[src/rtl/trap_controller.sv]
// Machine-mode trap entry / MRET sequencer: arbitrates events in IDLE and drives CSR strobes, privilege and redirect.
// Latency: capture N (flush), CSR strobe N+1, pc_redirect N+2, back in IDLE N+3.
// No backpressure: busy stalls commit and inputs are ignored. VECTORED_IRQ_EN enables vectored interrupt targets.
module trap_controller #(
  parameter int         XLEN       = 64,
  parameter logic [1:0] RESET_PRIV = 2'b11
) (
  input  logic            clk,
  input  logic            rst,
  input  logic [XLEN-1:0] pc_addr,
  input  logic            instr_valid,
  input  logic            exc_req,
  input  logic [3:0]      exc_req_code,
  input  logic [XLEN-1:0] exc_req_val,
  input  logic            csr_exc_en,
  input  logic [XLEN-1:0] csr_exc_val,
  input  logic            mret_req,
  input  logic [XLEN-1:0] mstatus_current,
  input  logic [XLEN-1:0] mtvec,
  input  logic [XLEN-1:0] mepc,
  input  logic [XLEN-1:0] mie,
  input  logic [XLEN-1:0] mip,
  output logic            trap_taken,
  output logic            trap_done,
  output logic [XLEN-1:0] mepc_next,
  output logic [XLEN-1:0] mcause_next,
  output logic [XLEN-1:0] mtval_next,
  output logic [XLEN-1:0] mstatus_next,
  output logic [1:0]      priv_lvl,
  output logic            pc_redirect,
  output logic [XLEN-1:0] pc_target,
  output logic            flush,
  output logic            busy
);

  typedef enum logic [1:0] {IDLE, ENTER, RETURN, REDIRECT} state_t;

  state_t          state, state_nxt;
  logic [1:0]      priv_q;
  logic [XLEN-1:0] epc_q, cause_q, tval_q;
  logic            is_irq_q, from_ret_q;

  logic [XLEN-1:0] irq_pend;
  logic [3:0]      irq_code;
  logic            irq_ok;
  logic            take_trap, take_mret, irq_d;
  logic [XLEN-1:0] cause_d, tval_d;
  logic [1:0]      ret_priv;
  logic [XLEN-1:0] tvec_base, vec_target;
  logic            unused_bits;

  // Only the three machine-level interrupt sources are arbitrated.
  always_comb begin
    irq_pend  = mip & mie;
    irq_code  = irq_pend[11] ? 4'd11 : (irq_pend[3] ? 4'd3 : 4'd7);
    irq_ok    = (irq_pend[11] | irq_pend[3] | irq_pend[7]) &&
                ((priv_q != 2'b11) || mstatus_current[3]);
    take_trap = 1'b0;
    take_mret = 1'b0;
    irq_d     = 1'b0;
    cause_d   = '0;
    tval_d    = '0;
    if (state == IDLE && !rst) begin
      if (instr_valid && csr_exc_en) begin
        take_trap = 1'b1;
        cause_d   = XLEN'(2);
        tval_d    = csr_exc_val;
      end else if (instr_valid && exc_req) begin
        take_trap = 1'b1;
        cause_d   = {{(XLEN-4){1'b0}}, exc_req_code};
        tval_d    = exc_req_val;
      end else if (instr_valid && mret_req) begin
        if (priv_q == 2'b11) begin
          take_mret = 1'b1;
        end else begin
          take_trap = 1'b1;
          cause_d   = XLEN'(2);
        end
      end else if (irq_ok) begin
        take_trap = 1'b1;
        irq_d     = 1'b1;
        cause_d   = {1'b1, {(XLEN-5){1'b0}}, irq_code};
      end
    end
  end

  assign ret_priv  = (mstatus_current[12:11] == 2'b10) ? 2'b00 : mstatus_current[12:11];
  assign tvec_base = {mtvec[XLEN-1:2], 2'b00};

`ifdef VECTORED_IRQ_EN
  assign vec_target = (is_irq_q && mtvec[1:0] == 2'b01) ?
                      tvec_base + {cause_q[XLEN-3:0], 2'b00} : tvec_base;
`else
  assign vec_target = tvec_base;
`endif

  always_ff @(posedge clk or posedge rst) begin
    if (rst) begin
      state      <= IDLE;
      priv_q     <= RESET_PRIV;
      epc_q      <= '0;
      cause_q    <= '0;
      tval_q     <= '0;
      is_irq_q   <= 1'b0;
      from_ret_q <= 1'b0;
    end else begin
      state <= state_nxt;
      // MRET keeps cause/tval so the echoed values leave the CSR file unchanged.
      if (take_trap) begin
        epc_q      <= pc_addr;
        cause_q    <= cause_d;
        tval_q     <= tval_d;
        is_irq_q   <= irq_d;
        from_ret_q <= 1'b0;
      end else if (take_mret) begin
        epc_q      <= pc_addr;
        is_irq_q   <= 1'b0;
        from_ret_q <= 1'b1;
      end
      if (state == ENTER) begin
        priv_q <= 2'b11;
      end else if (state == RETURN) begin
        priv_q <= ret_priv;
      end
    end
  end

  always_comb begin
    state_nxt    = state;
    trap_taken   = 1'b0;
    trap_done    = 1'b0;
    pc_redirect  = 1'b0;
    mepc_next    = '0;
    mcause_next  = '0;
    mtval_next   = '0;
    mstatus_next = '0;
    pc_target    = '0;
    case (state)
      IDLE: begin
        if (take_trap)      state_nxt = ENTER;
        else if (take_mret) state_nxt = RETURN;
      end
      ENTER: begin
        trap_taken           = 1'b1;
        mepc_next            = {epc_q[XLEN-1:2], 2'b00};
        mcause_next          = cause_q;
        mtval_next           = tval_q;
        mstatus_next         = mstatus_current;
        mstatus_next[7]      = mstatus_current[3];
        mstatus_next[3]      = 1'b0;
        mstatus_next[12:11]  = priv_q;
        state_nxt            = REDIRECT;
      end
      RETURN: begin
        trap_done            = 1'b1;
        mepc_next            = mepc;
        mcause_next          = cause_q;
        mtval_next           = tval_q;
        mstatus_next         = mstatus_current;
        mstatus_next[3]      = mstatus_current[7];
        mstatus_next[7]      = 1'b1;
        mstatus_next[12:11]  = 2'b00;
        state_nxt            = REDIRECT;
      end
      REDIRECT: begin
        pc_redirect = 1'b1;
        pc_target   = from_ret_q ? mepc : vec_target;
        state_nxt   = IDLE;
      end
      default: state_nxt = IDLE;
    endcase
  end

  assign flush    = take_trap | take_mret;
  assign busy     = (state != IDLE);
  assign priv_lvl = priv_q;

  assign unused_bits = ^{mtvec[1:0], irq_pend, epc_q[1:0], is_irq_q};

endmodule

[config.mk]
export PLATFORM = sky130hd
export DESIGN_NAME = trap_controller
export DESIGN_NICKNAME = d
export VERILOG_FILES = /design/src/rtl/trap_controller.sv
export SDC_FILE = /design/constraint.sdc
export NUM_CORES = 1
export LEC_CHECK = 0
export CORE_AREA = 2 2 333 335
export DETAILED_ROUTE_END_ITERATION = 8
export DIE_AREA = 0 0 335 337
export DONT_BUFFER_PORTS = 1
export SETUP_SLACK_MARGIN = 0.1
export SLEW_MARGIN = 25
export SYNTH_ARGS = -nofsm -noshare
export SYNTH_HDL_FRONTEND = slang
export SYNTH_SLANG_ARGS = --single-unit
[constraint.sdc]
create_clock -name clk -period 5.2 [get_ports clk]
set_input_delay 1.3 -clock clk [delete_from_list [all_inputs] [get_ports clk]]
set_output_delay 1.3 -clock clk [all_outputs]
set_load 0.005 [all_outputs]
Yosys cells after proc, flatten, opt, wreduce, memory -nomap -nowiden
Cells that the tools add are included.
Operators by class
  reductions and logical operators: 12
  mux-type cells: 41
  eq/ne operators: 7
  bitwise gates (word level): 4
Operator list (number)
  $mux W64: 14
  $pmux W64 S2: 2
  $mux W1: 16
  $and A12 B12 Y12: 1
  $mux W2: 6
  $eq A2 B2 Y1 const B: 4
  $pmux W2 S3: 1
  $reduce_bool A2 Y1: 3
  $logic_and A1 B1 Y1: 5
  $mux W4: 1
  $mux W3: 1
  $ne A3 B3 Y1 const B: 1
  $or A1 B1 Y1: 3
  $eq A2 B1 Y1 const B: 1
  $logic_not A2 Y1: 1
  $ne A2 B2 Y1 const B: 1
  $reduce_or A2 Y1: 1
  $logic_not A1 Y1: 1
  $logic_or A1 B1 Y1: 1
Word-level totals
  bits of input ports: 522
  bits in registers: 197

Longest topological paths before layout
Gate-level depths: netlist of the first run.
  depth in word-level cells: 11
  gate-level depth with buffers: 7
  mapped depth without buffers: 6

Worst setup path after synthesis of the first run
Ideal clock, no wire load.
  kind: input port to output port
  start: input mstatus_current[3]
  end: output flush
  data arrival time: 2.275 ns
  buffers on the path: 2
  path slack: 1.625 ns
  stages on the path: 6
  required time: 3.900 ns
  cells stage by stage: and3b_1 a221o_1 a21o_1 buf_6 buf_6 inv_1
Between the ends
  word-level cells in the longest chain between the ends: 8
RTL lines
  from (decl): line 18  | input logic [XLEN-1:0] mstatus_current,
  $logic_or A1 B1 Y1: line 57  | ((priv_q != 2'b11) || mstatus_current[3]);
  $logic_and A1 B1 Y1: line 56  | irq_ok = (irq_pend[11] | irq_pend[3] | irq_pend[7]) &&
  $mux W1: line 79  | end else if (irq_ok) begin
  $mux W1: line 72  | end else if (instr_valid && mret_req) begin
  $mux W1: line 68  | end else if (instr_valid && exc_req) begin
  $mux W1: line 64  | if (instr_valid && csr_exc_en) begin
  $mux W1: line 63  | if (state == IDLE && !rst) begin
  $or A1 B1 Y1: line 174  | assign flush = take_trap | take_mret;
  to (decl): line 32  | output logic flush,
No other way between the ends.

Worst setup path after layout of the first run
  start: register state[0]
  end: output mstatus_next[21]
Between the ends
  word-level cells in the longest chain between the ends: 2
RTL lines
  from (decl): line 38  | state_t state, state_nxt;
  from (signal assigned): line 107  | state <= state_nxt;
  $eq A2 B2 Y1 or $eq A2 B1 Y1 (tied branches): line 138  | case (state)
  $pmux W64 S2 (*): line 138
  to (decl): line 28  | output logic [XLEN-1:0] mstatus_next,
Mark *: on every way between the ends. The rest lies on a longest branch, timed or not.

==> results of run 1 <==
-- layer usage --
metal	GRT usage (%)	vias up	routed length (microns)
li1	-	2772	-
met1	12.4	3285	25100
met2	16.1	546	27100
met3	3.56	97	4800
met4	4.35	8	2440
met5	0	-	53
-- worst max-delay path: stages (launching register included) --
cell and delay (ns):
dfrtp_1 0.43, inv_1 0.14, ha_2 0.31, buf_4 0.26
and2_4 0.28, nor2_4 0.62, buf_4 0.37, nor2b_1 0.16
-- layout make-up --
class / instances / share of cell area (%)
inverter: 6 / 0.246
clock inverter: 14 / 1.24
clock buffer: 18 / 3.83
timing repair buffer: 15 / 1.45
tap: 1426 / 15.9
sequential: 136 / 30.5
multi-input combinational: 618 / 46.4
antenna: 18 / 0.403
-- power by group --
group          internal, mW  switching [mW]  total [mW]
Clock                 0.670           0.605        1.27
Combinational          1.27            1.81        3.08
Sequential             1.58           0.559        2.14
Total                  3.51            2.98        6.49
-- worst max-delay path by stage --
stage / slack, ns / cells past startpoint / to / start
2_1_floorplan: 0.26 / 1 / cause_q[0] / rst
3_3_place_gp: 1.27 / 7 / mstatus_next[21] / state[0]
3_5_place_dp: 1.23 / 7 / mstatus_next[21] / state[0]
4_1_cts: 0.67 / 7 / mstatus_next[21] / state[0]
5_1_grt: 0.47 / 7 / mstatus_next[21] / state[0]
6_report: 0.83 / 7 / mstatus_next[21] / state[0]
-- sequential cells by signal, summed over array words and instances, names as in the netlist --
signal / flops
tval_q: 64
epc_q: 62
cause_q: 5
priv_lvl: 2
state: 2
from_ret_q: 1
-- through the flow --
stage / hold slack, ns / setup slack (ns) / total power, mW
finish: 0.478 / 0.829 / 6.49
global route: 0.490 / 0.469 / 6.97
CTS: 0.481 / 0.670 / 6.68
detailed placement: 0.464 / 1.23 / 5.35
global placement: 0.458 / 1.27 / 5.29
floorplan: 0.442 / 0.264 / 3.99
-- kinds of logic (layout without fill, tap and decap cells) --
family	Yosys count	after routing
other	1	77
AND/OR/NAND/NOR	220	220
flip-flops	136	136
adder cells (fa/ha/maj)	4	4
multiplexers	188	188
buffers and inverters	134	53
AO/OA/AOI/OAI	147	147
-- synthesized netlist by cell type, types with 6 or more instances --
cell | number | area, sq um
buf_6 | 10 | 113
mux2_1 | 34 | 383
mux2_2 | 33 | 372
a22o_1 | 126 | 1100
nor2b_1 | 122 | 763
and2_1 | 77 | 482
dfrtp_1 | 134 | 3350
nor2_1 | 7 | 26.3
mux2i_1 | 62 | 621
inv_1 | 6 | 22.5
clkbuf_1 | 45 | 169
buf_2 | 8 | 40.0
mux2_4 | 59 | 886
buf_4 | 60 | 450
-- cells in the final DEF, fill, tap and decap left out, types with 2 or more instances in the layout --
cell	Yosys	final
a21o_1	4	3
a21oi_1	3	3
a221o_1	4	4
a22o_1	126	126
and2_1	77	74
and2_4	0	3
and3_1	5	5
buf_12	0	4
buf_4	60	11
clkbuf_16	0	17
clkinvlp_4	0	5
conb_1	1	59
dfrtp_1	134	133
dfstp_2	2	2
diode_2	0	18
ha_1	4	2
inv_1	6	5
inv_6	0	6
inv_8	0	2
mux2_1	34	34
mux2_2	33	33
mux2_4	59	59
mux2i_1	62	62
nand2_1	3	3
nor2_1	7	5
nor2_4	0	2
nor2b_1	122	122
nor3_1	2	2
o21ai_0	2	2
o21ai_1	2	2
==> summary.txt, run 1 <==
Status - finished clean
Post-CTS Resized - 0
Crit start category - flop
DRT iter0 DRCs - 330
Htree depth - 4
Complex-gate fraction of the synthesized area - 13.8%
Synth Register Bits - 136
CTS tree - built
Post-DP HPWL - 50400 microns
Mux cell area share after synthesis - 24.7%
Vias after detailed routing - 6708
Die Y - 337 microns
Worst-path maximum fanout - 38
Reg2Reg Launch Point - priv_lvl[1]
Multi-input logic area - 5190 sq um
Initial Utilization - 8.34%
Hold wc startpoint - tval_q[20]
CTS buffer count - 17
Sequential Area - 3410 sq um
RSZ-0062 raised after global routing - no
Critical path capture point type - output port
Final net count - 1320
Drt pass-1 iters - 5
# IOs - 849
# setup viols final - 0
PD cells - 580 nW/um^2
DRC violations left - 0
Number of max-cap violations - 0
Fillers - 12600
Kind of critical path - reg2out
Max_slew headroom - 36.4%
Ys Warns - 0
Post-synthesis adder-cell area fraction - 0.547%
Setup repair bufs after CTS - 0
Clock root buffer - clkbuf_16
Leakage - 4.37 nW
Min Tclk post-route - 4.37 ns
Largest net degree at the start of global routing - 78
Final Util - 10.2%
FP Rows - 122
Die area - 113000 sq um
Placed cell count - 2201
Hold depth - 1
Final Non-Filler Cells - 2251
Post-Synthesis Cells - 830
Reg2reg setup slack - 2.79 ns
Worst slew pin tran - 0.953 ns
Final number of hold-violating endpoints - 0
Hold Path Sink - tval_q[20]
Area post-placement - 10600 sq um
Sequential share of the synthesized area - 37.3%
Chip width - 335 microns
Clock skew - 0.0201 ns
Clock slew at reported path FFs - 0.07 ns
Overflow after GRT - 0
Crit share post-route - 84.1%
Fraction of registers with async set/reset - 100%
FF-to-FF path depth - 5
Clock sinks - 136
Setup_tns - 0 ns
Buffers on Ports - 0
Clock latency on the worst-skew pair - 0.49 ns
Synth Area in Simple Gates - 14.8%
Hold buffers post-CTS - 0
Antenna violations before repair - 34
Arrival time worst endpoint - 3.07 ns
Peak VDD IR - 0.306 mV
Final Max Tran Viols - 0
Critical Path RT - 3.90 ns
Area Growth Syn to Fin - 22.4%
Total track usage - 10.1%
Drt via density - 2.98
Routability cong. - 0.905
R2R Path End - epc_q[62]
Max Clk Rate - 229 MHz
Final wirelength - 59400 microns
Post-synth EDFFs - 0
Worst min path class - reg2reg
Antenna-violating nets left - 0
WL/cell - 26.4 microns
Layout cell share with drive strength beyond 1 - 18.7%
Syn_area_per_cell - 11.0 sq um
First-pass GRT wire length - 72200 microns
Cell variety after synth - 36
Longest Clk Path Bufs - 2
Final instance area - 11200 sq um
Vias in the first global route - 6622
Mapped Area - 9140 sq um
Core box area - 110000 sq um
Main synth FF type - dfrtp_1
Synth Area in XOR/XNOR - 0%
Largest family of logic cells by synthesized area - multiplexers
Power figures use the tool's default switching activity.
==> run 2, diff against run 1 <==
==> constraint.sdc (replaced) <==
create_clock -name clk -period 4.4 [get_ports clk]
set_input_delay 1.1 -clock clk [delete_from_list [all_inputs] [get_ports clk]]
set_output_delay 1.1 -clock clk [all_outputs]
set_load 0.005 [all_outputs]
==> run 2 against run 1 <==
Effect of this change:
- sequential cell count did not move
- register-to-register slack worse by 0.81 ns
- routed wire length up 2.1%
- highest routed layer unchanged
- clock power grew 35%
- critical endpoint is now mepc_next[54]
- worst hold slack gained 0.0011 ns
==> summary.txt, run 2 (same netlist as run 1, synthesis figures left out) <==
Antenna violations before repair - 34
Setup_tns - 0 ns
Sequential power share - 32.1%
Leading registers by flop count - tval_q: 64 flops, epc_q: 62 flops, cause_q: 5 flops
Min Tclk post-route - 3.98 ns
Crit start category - flop
Kind of critical path - reg2out
Die area - 113000 sq um
Commonest non-fill, non-tap cell in the layout - dfrtp_1
Core box area - 110000 sq um
FF-to-FF path depth - 5
Switching power - 3.60 mW
Hold depth - 1
Worst hold slack - 0.479 ns
Crit share post-route - 90.4%
FP Rows - 122
DRT iter0 DRCs - 311
Drt pass-1 iters - 4
PD cells - 700 nW/um^2
Clock root buffer - clkbuf_16
Status - finished clean
Peak VDD IR - 0.357 mV
Multi-input logic area - 5190 sq um
Final instance area - 11400 sq um
Layout cell share with drive strength beyond 1 - 20.0%
WL/cell - 26.7 microns
Buffers on Ports - 0
Area Growth Syn to Fin - 24.2%
Vias in the first global route - 6664
Worst slew pin tran - 0.852 ns
Worst-path maximum fanout - 25
Post-CTS Resized - 0
Vias after detailed routing - 6754
Fillers - 12600
Hold buffers post-CTS - 0
Final wirelength - 60700 microns
Drt via density - 2.97
CTS buffer count - 17
Critical Path RT - 3.30 ns
Clock sinks - 136
Initial Utilization - 8.34%
Overflow after GRT - 0
Largest net degree at the start of global routing - 82
Sequential Area - 3410 sq um
Clk pwr share - 21.5%
Highest-count cells in the layout ignoring fill and taps - dfrtp_1 (133), a22o_1 (126), nor2b_1 (122)
Final Non-Filler Cells - 2273
Final Util - 10.4%
Largest register FFs - 64
R2R Path End - epc_q[61]
Leakage - 4.47 nW
Htree depth - 4
Chip width - 335 microns
Final Max Tran Viols - 0
Arrival time worst endpoint - 2.88 ns
Sw frac - 45.2%
Reg2Reg Launch Point - priv_lvl[1]
CTS tree - built
Area post-placement - 10600 sq um
Total track usage - 10.3%
Setup repair bufs after CTS - 0
# IOs - 849
Antenna-violating nets left - 0
Post-DP HPWL - 51600 microns
Clock slew at reported path FFs - 0.07 ns
DRC violations left - 0
Biggest register - tval_q
Combinational share of power - 46.4%
First-pass GRT wire length - 73000 microns
Reg2reg setup slack - 1.98 ns
Final number of hold-violating endpoints - 0
Max_slew headroom - 41.5%
Critical path capture point type - output port
Crit path from - state[0]
CP endpoint - mepc_next[54]
Die Y - 337 microns
Clock skew - 0.0110 ns
Number of max-cap violations - 0
Longest Clk Path Bufs - 2
Worst min path class - reg2reg
Placed cell count - 2213
Clock latency on the worst-skew pair - 0.48 ns
Final net count - 1332
# setup viols final - 0
RSZ-0062 raised after global routing - no
Routability cong. - 0.906
Internal power - 4.35 mW
Max Clk Rate - 251 MHz
[run 2: cell types whose count changed in the layout (fill, tap and decap cells not counted), sizes merged]
cell	previous run	this run
clkinv	1	3
buf	15	27
inv	13	9
clkbuf	18	19
bufinv	1	4
clkinvlp	5	3
diode	18	28
[run 2: routing by layer]
| metal | global-route usage, % | up-vias | share of wire, % |
|---|---|---|---|
| li1 | - | 2823 | - |
| met5 | 0 | - | 0.044 |
| met2 | 16.0 | 510 | 44 |
| met1 | 13.4 | 3305 | 44 |
| met4 | 5.15 | 4 | 4.5 |
| met3 | 2.55 | 112 | 7.0 |
[run 2: layout make-up]
| type | count | share of cell area [%] |
|---|---|---|
| Tap cell | 1426 | 15.7 |
| Antenna cell | 28 | 0.617 |
| Clock buffer | 19 | 3.99 |
| Timing Repair Buffer | 27 | 2.01 |
| Clock inverter | 13 | 1.69 |
| Sequential cell | 136 | 30.0 |
| Inverter | 6 | 0.231 |
| Multi-Input combinational cell | 618 | 45.7 |
[run 2: power groups by stage]
stage	sequential, mW	combinational (mW)	clock, mW
final	2.55	3.69	1.71
after floorplan	2.09	2.62	0
after global routing	2.63	4.02	1.85
after CTS	2.56	3.81	1.81
after global placement	2.56	3.77	0
after detailed placement	2.57	3.80	0
[run 2: worst min-delay path by stage]
stage	start	endpoint	slack, ns
after floorplan	cause_q[63]	cause_q[63]	0.44
after global placement	cause_q[63]	cause_q[63]	0.45
after detailed placement	cause_q[63]	cause_q[63]	0.47
after CTS	cause_q[63]	cause_q[63]	0.48
after global routing	tval_q[22]	tval_q[22]	0.49
final	tval_q[22]	tval_q[22]	0.48
[run 2: through the flow]
step	total power [mW]	worst slack (ns)
2_1_floorplan	4.71	1.23
3_3_place_gp	6.33	0.949
3_5_place_dp	6.37	0.919
4_1_cts	8.18	0.339
5_1_grt	8.50	0.241
6_report	7.95	0.421
[run 2: worst max-delay path, stage by stage, from the launching register on]
cell	delay [ns]
dfrtp_1	0.42
inv_1	0.11
ha_2	0.35
buf_4	0.35
and2_4	0.31
buf_4	0.38
a22o_1	0.39
==> run 3, diff against run 2 <==
--- a/config.mk
+++ b/config.mk
@@ -5,9 +5,9 @@
 export SDC_FILE = /design/constraint.sdc
 export NUM_CORES = 1
 export LEC_CHECK = 0
-export CORE_AREA = 2 2 333 335
+export CORE_AREA = 2 2 331 333
 export DETAILED_ROUTE_END_ITERATION = 8
-export DIE_AREA = 0 0 335 337
+export DIE_AREA = 0 0 333 335
 export DONT_BUFFER_PORTS = 1
 export SETUP_SLACK_MARGIN = 0.1
 export SLEW_MARGIN = 25
==> run 3 against run 2 <==
Effect of this change:
- routed wire length shrank 3.1%
- setup slack lost 0.0078 ns
- non-clock buffer count shrank 2
- critical endpoint is now mstatus_next[28]
==> summary.txt, run 3 (same netlist as run 1, synthesis figures left out) <==
Status - finished clean
PD cells - 692 nW/um^2
Worst hold slack - 0.475 ns
# setup viols final - 0
Leakage - 4.46 nW
Reg2reg setup slack - 1.85 ns
Max Clk Rate - 251 MHz
Vias in the first global route - 6790
Core box area - 108000 sq um
Area Growth Syn to Fin - 23.4%
Dpl ws - 0.800 ns
Biggest register - tval_q
Layout cell share with drive strength beyond 1 - 19.6%
Highest-count cells in the layout ignoring fill and taps - dfrtp_1 (133), a22o_1 (126), nor2b_1 (122)
Worst min path class - reg2reg
Fillers - 12400
Overflow after GRT - 0
Htree depth - 4
DRC violations left - 0
Final Util - 10.4%
Hold buffers post-CTS - 0
Clock root buffer - clkbuf_16
CTS tree - built
Worst-path maximum fanout - 34
RSZ-0062 raised after global routing - no
Clock latency on the worst-skew pair - 0.50 ns
Hold wc startpoint - tval_q[21]
Die Y - 335 microns
Hold depth - 1
Peak VDD IR - 0.307 mV
Leading registers by flop count - tval_q: 64 flops, epc_q: 62 flops, cause_q: 5 flops
Crit start category - flop
WL/cell - 26.2 microns
Clock slew at reported path FFs - 0.07 ns
Hold Path Sink - tval_q[21]
Max_slew headroom - 42.2%
Die area - 112000 sq um
Antenna-violating nets left - 0
Number of max-cap violations - 0
Drt pass-1 iters - 4
Reg2Reg Launch Point - priv_lvl[0]
Initial Utilization - 8.46%
Vias after detailed routing - 6711
Final net count - 1330
Setup repair bufs after CTS - 0
FP Rows - 121
Multi-input logic area - 5190 sq um
Post-CTS Resized - 0
Largest net degree at the start of global routing - 80
Critical Path RT - 3.30 ns
Clock sinks - 136
R2R Path End - epc_q[62]
Commonest non-fill, non-tap cell in the layout - dfrtp_1
Sequential Area - 3410 sq um
Fin worst setup slack - 0.413 ns
Worst slew pin tran - 0.865 ns
Final instance area - 11300 sq um
Setup_tns - 0 ns
Arrival time worst endpoint - 2.89 ns
Critical path capture point type - output port
Post-DP HPWL - 50100 microns
Clock skew - 0.0245 ns
Kind of critical path - reg2out
Chip width - 333 microns
DRT iter0 DRCs - 316
Buffers on Ports - 0
Area post-placement - 10600 sq um
Routability cong. - 0.935
Largest register FFs - 64
FF-to-FF path depth - 5
Final wirelength - 58800 microns
# IOs - 849
Final Max Tran Viols - 0
First-pass GRT wire length - 71600 microns
Crit share post-route - 90.6%
CTS buffer count - 17
Total track usage - 10.2%
Longest Clk Path Bufs - 2
Final number of hold-violating endpoints - 0
Min Tclk post-route - 3.99 ns
Drt via density - 2.99
Antenna violations before repair - 36
[run 3: worst max-delay path by stage]
stage / startpoint / slack, ns / cells past startpoint / end
detailed placement: state[0] / 0.80 / 7 / mstatus_next[28]
floorplan: mstatus_current[3] / 1.23 / 6 / flush
CTS: state[0] / 0.22 / 7 / mstatus_next[28]
global route: state[0] / 0.14 / 7 / mstatus_next[28]
finish: state[0] / 0.41 / 7 / mstatus_next[28]
global placement: state[0] / 0.86 / 7 / mstatus_next[28]
[run 3: worst max-delay path: stages, from the launching register on]
cell and delay [ns]:
dfrtp_1 0.43, inv_1 0.12, ha_2 0.31, and2_4 0.26, nor2_4 0.51, buf_4 0.41, nor2b_1 0.14, buf_4 0.17
[run 3: per-layer routing]
layer  wire, microns  global-route usage [%]  part of all wire (%)
met5              74                       0                  0.13
met4            1900                    3.98                   3.2
met3            4940                    3.49                   8.4
met2           26600                    15.9                    45
met1           25400                    12.8                    43
[run 3: area by class of cell]
type / count / area share (%)
Clock inverter: 11 / 1.31
Inverter: 6 / 0.233
Antenna cell: 17 / 0.377
Sequential cell: 136 / 30.2
Timing Repair Buffer: 25 / 2.11
Clock buffer: 21 / 4.08
Tap cell: 1414 / 15.7
Multi-Input combinational cell: 618 / 46.0
[run 3: power by group]
group | total [mW] | internal (mW) | switching [mW]
logic | 3.66 | 1.50 | 2.16
clock network | 1.63 | 0.923 | 0.708
registers | 2.52 | 1.86 | 0.660
total | 7.81 | 4.29 | 3.52
[run 3: stage by stage]
step,power (mW),instances
finish,7.81,2248
detailed placement,6.33,2198
CTS,8.05,2230
floorplan,4.71,888
global placement,6.30,2198
global route,8.35,2243
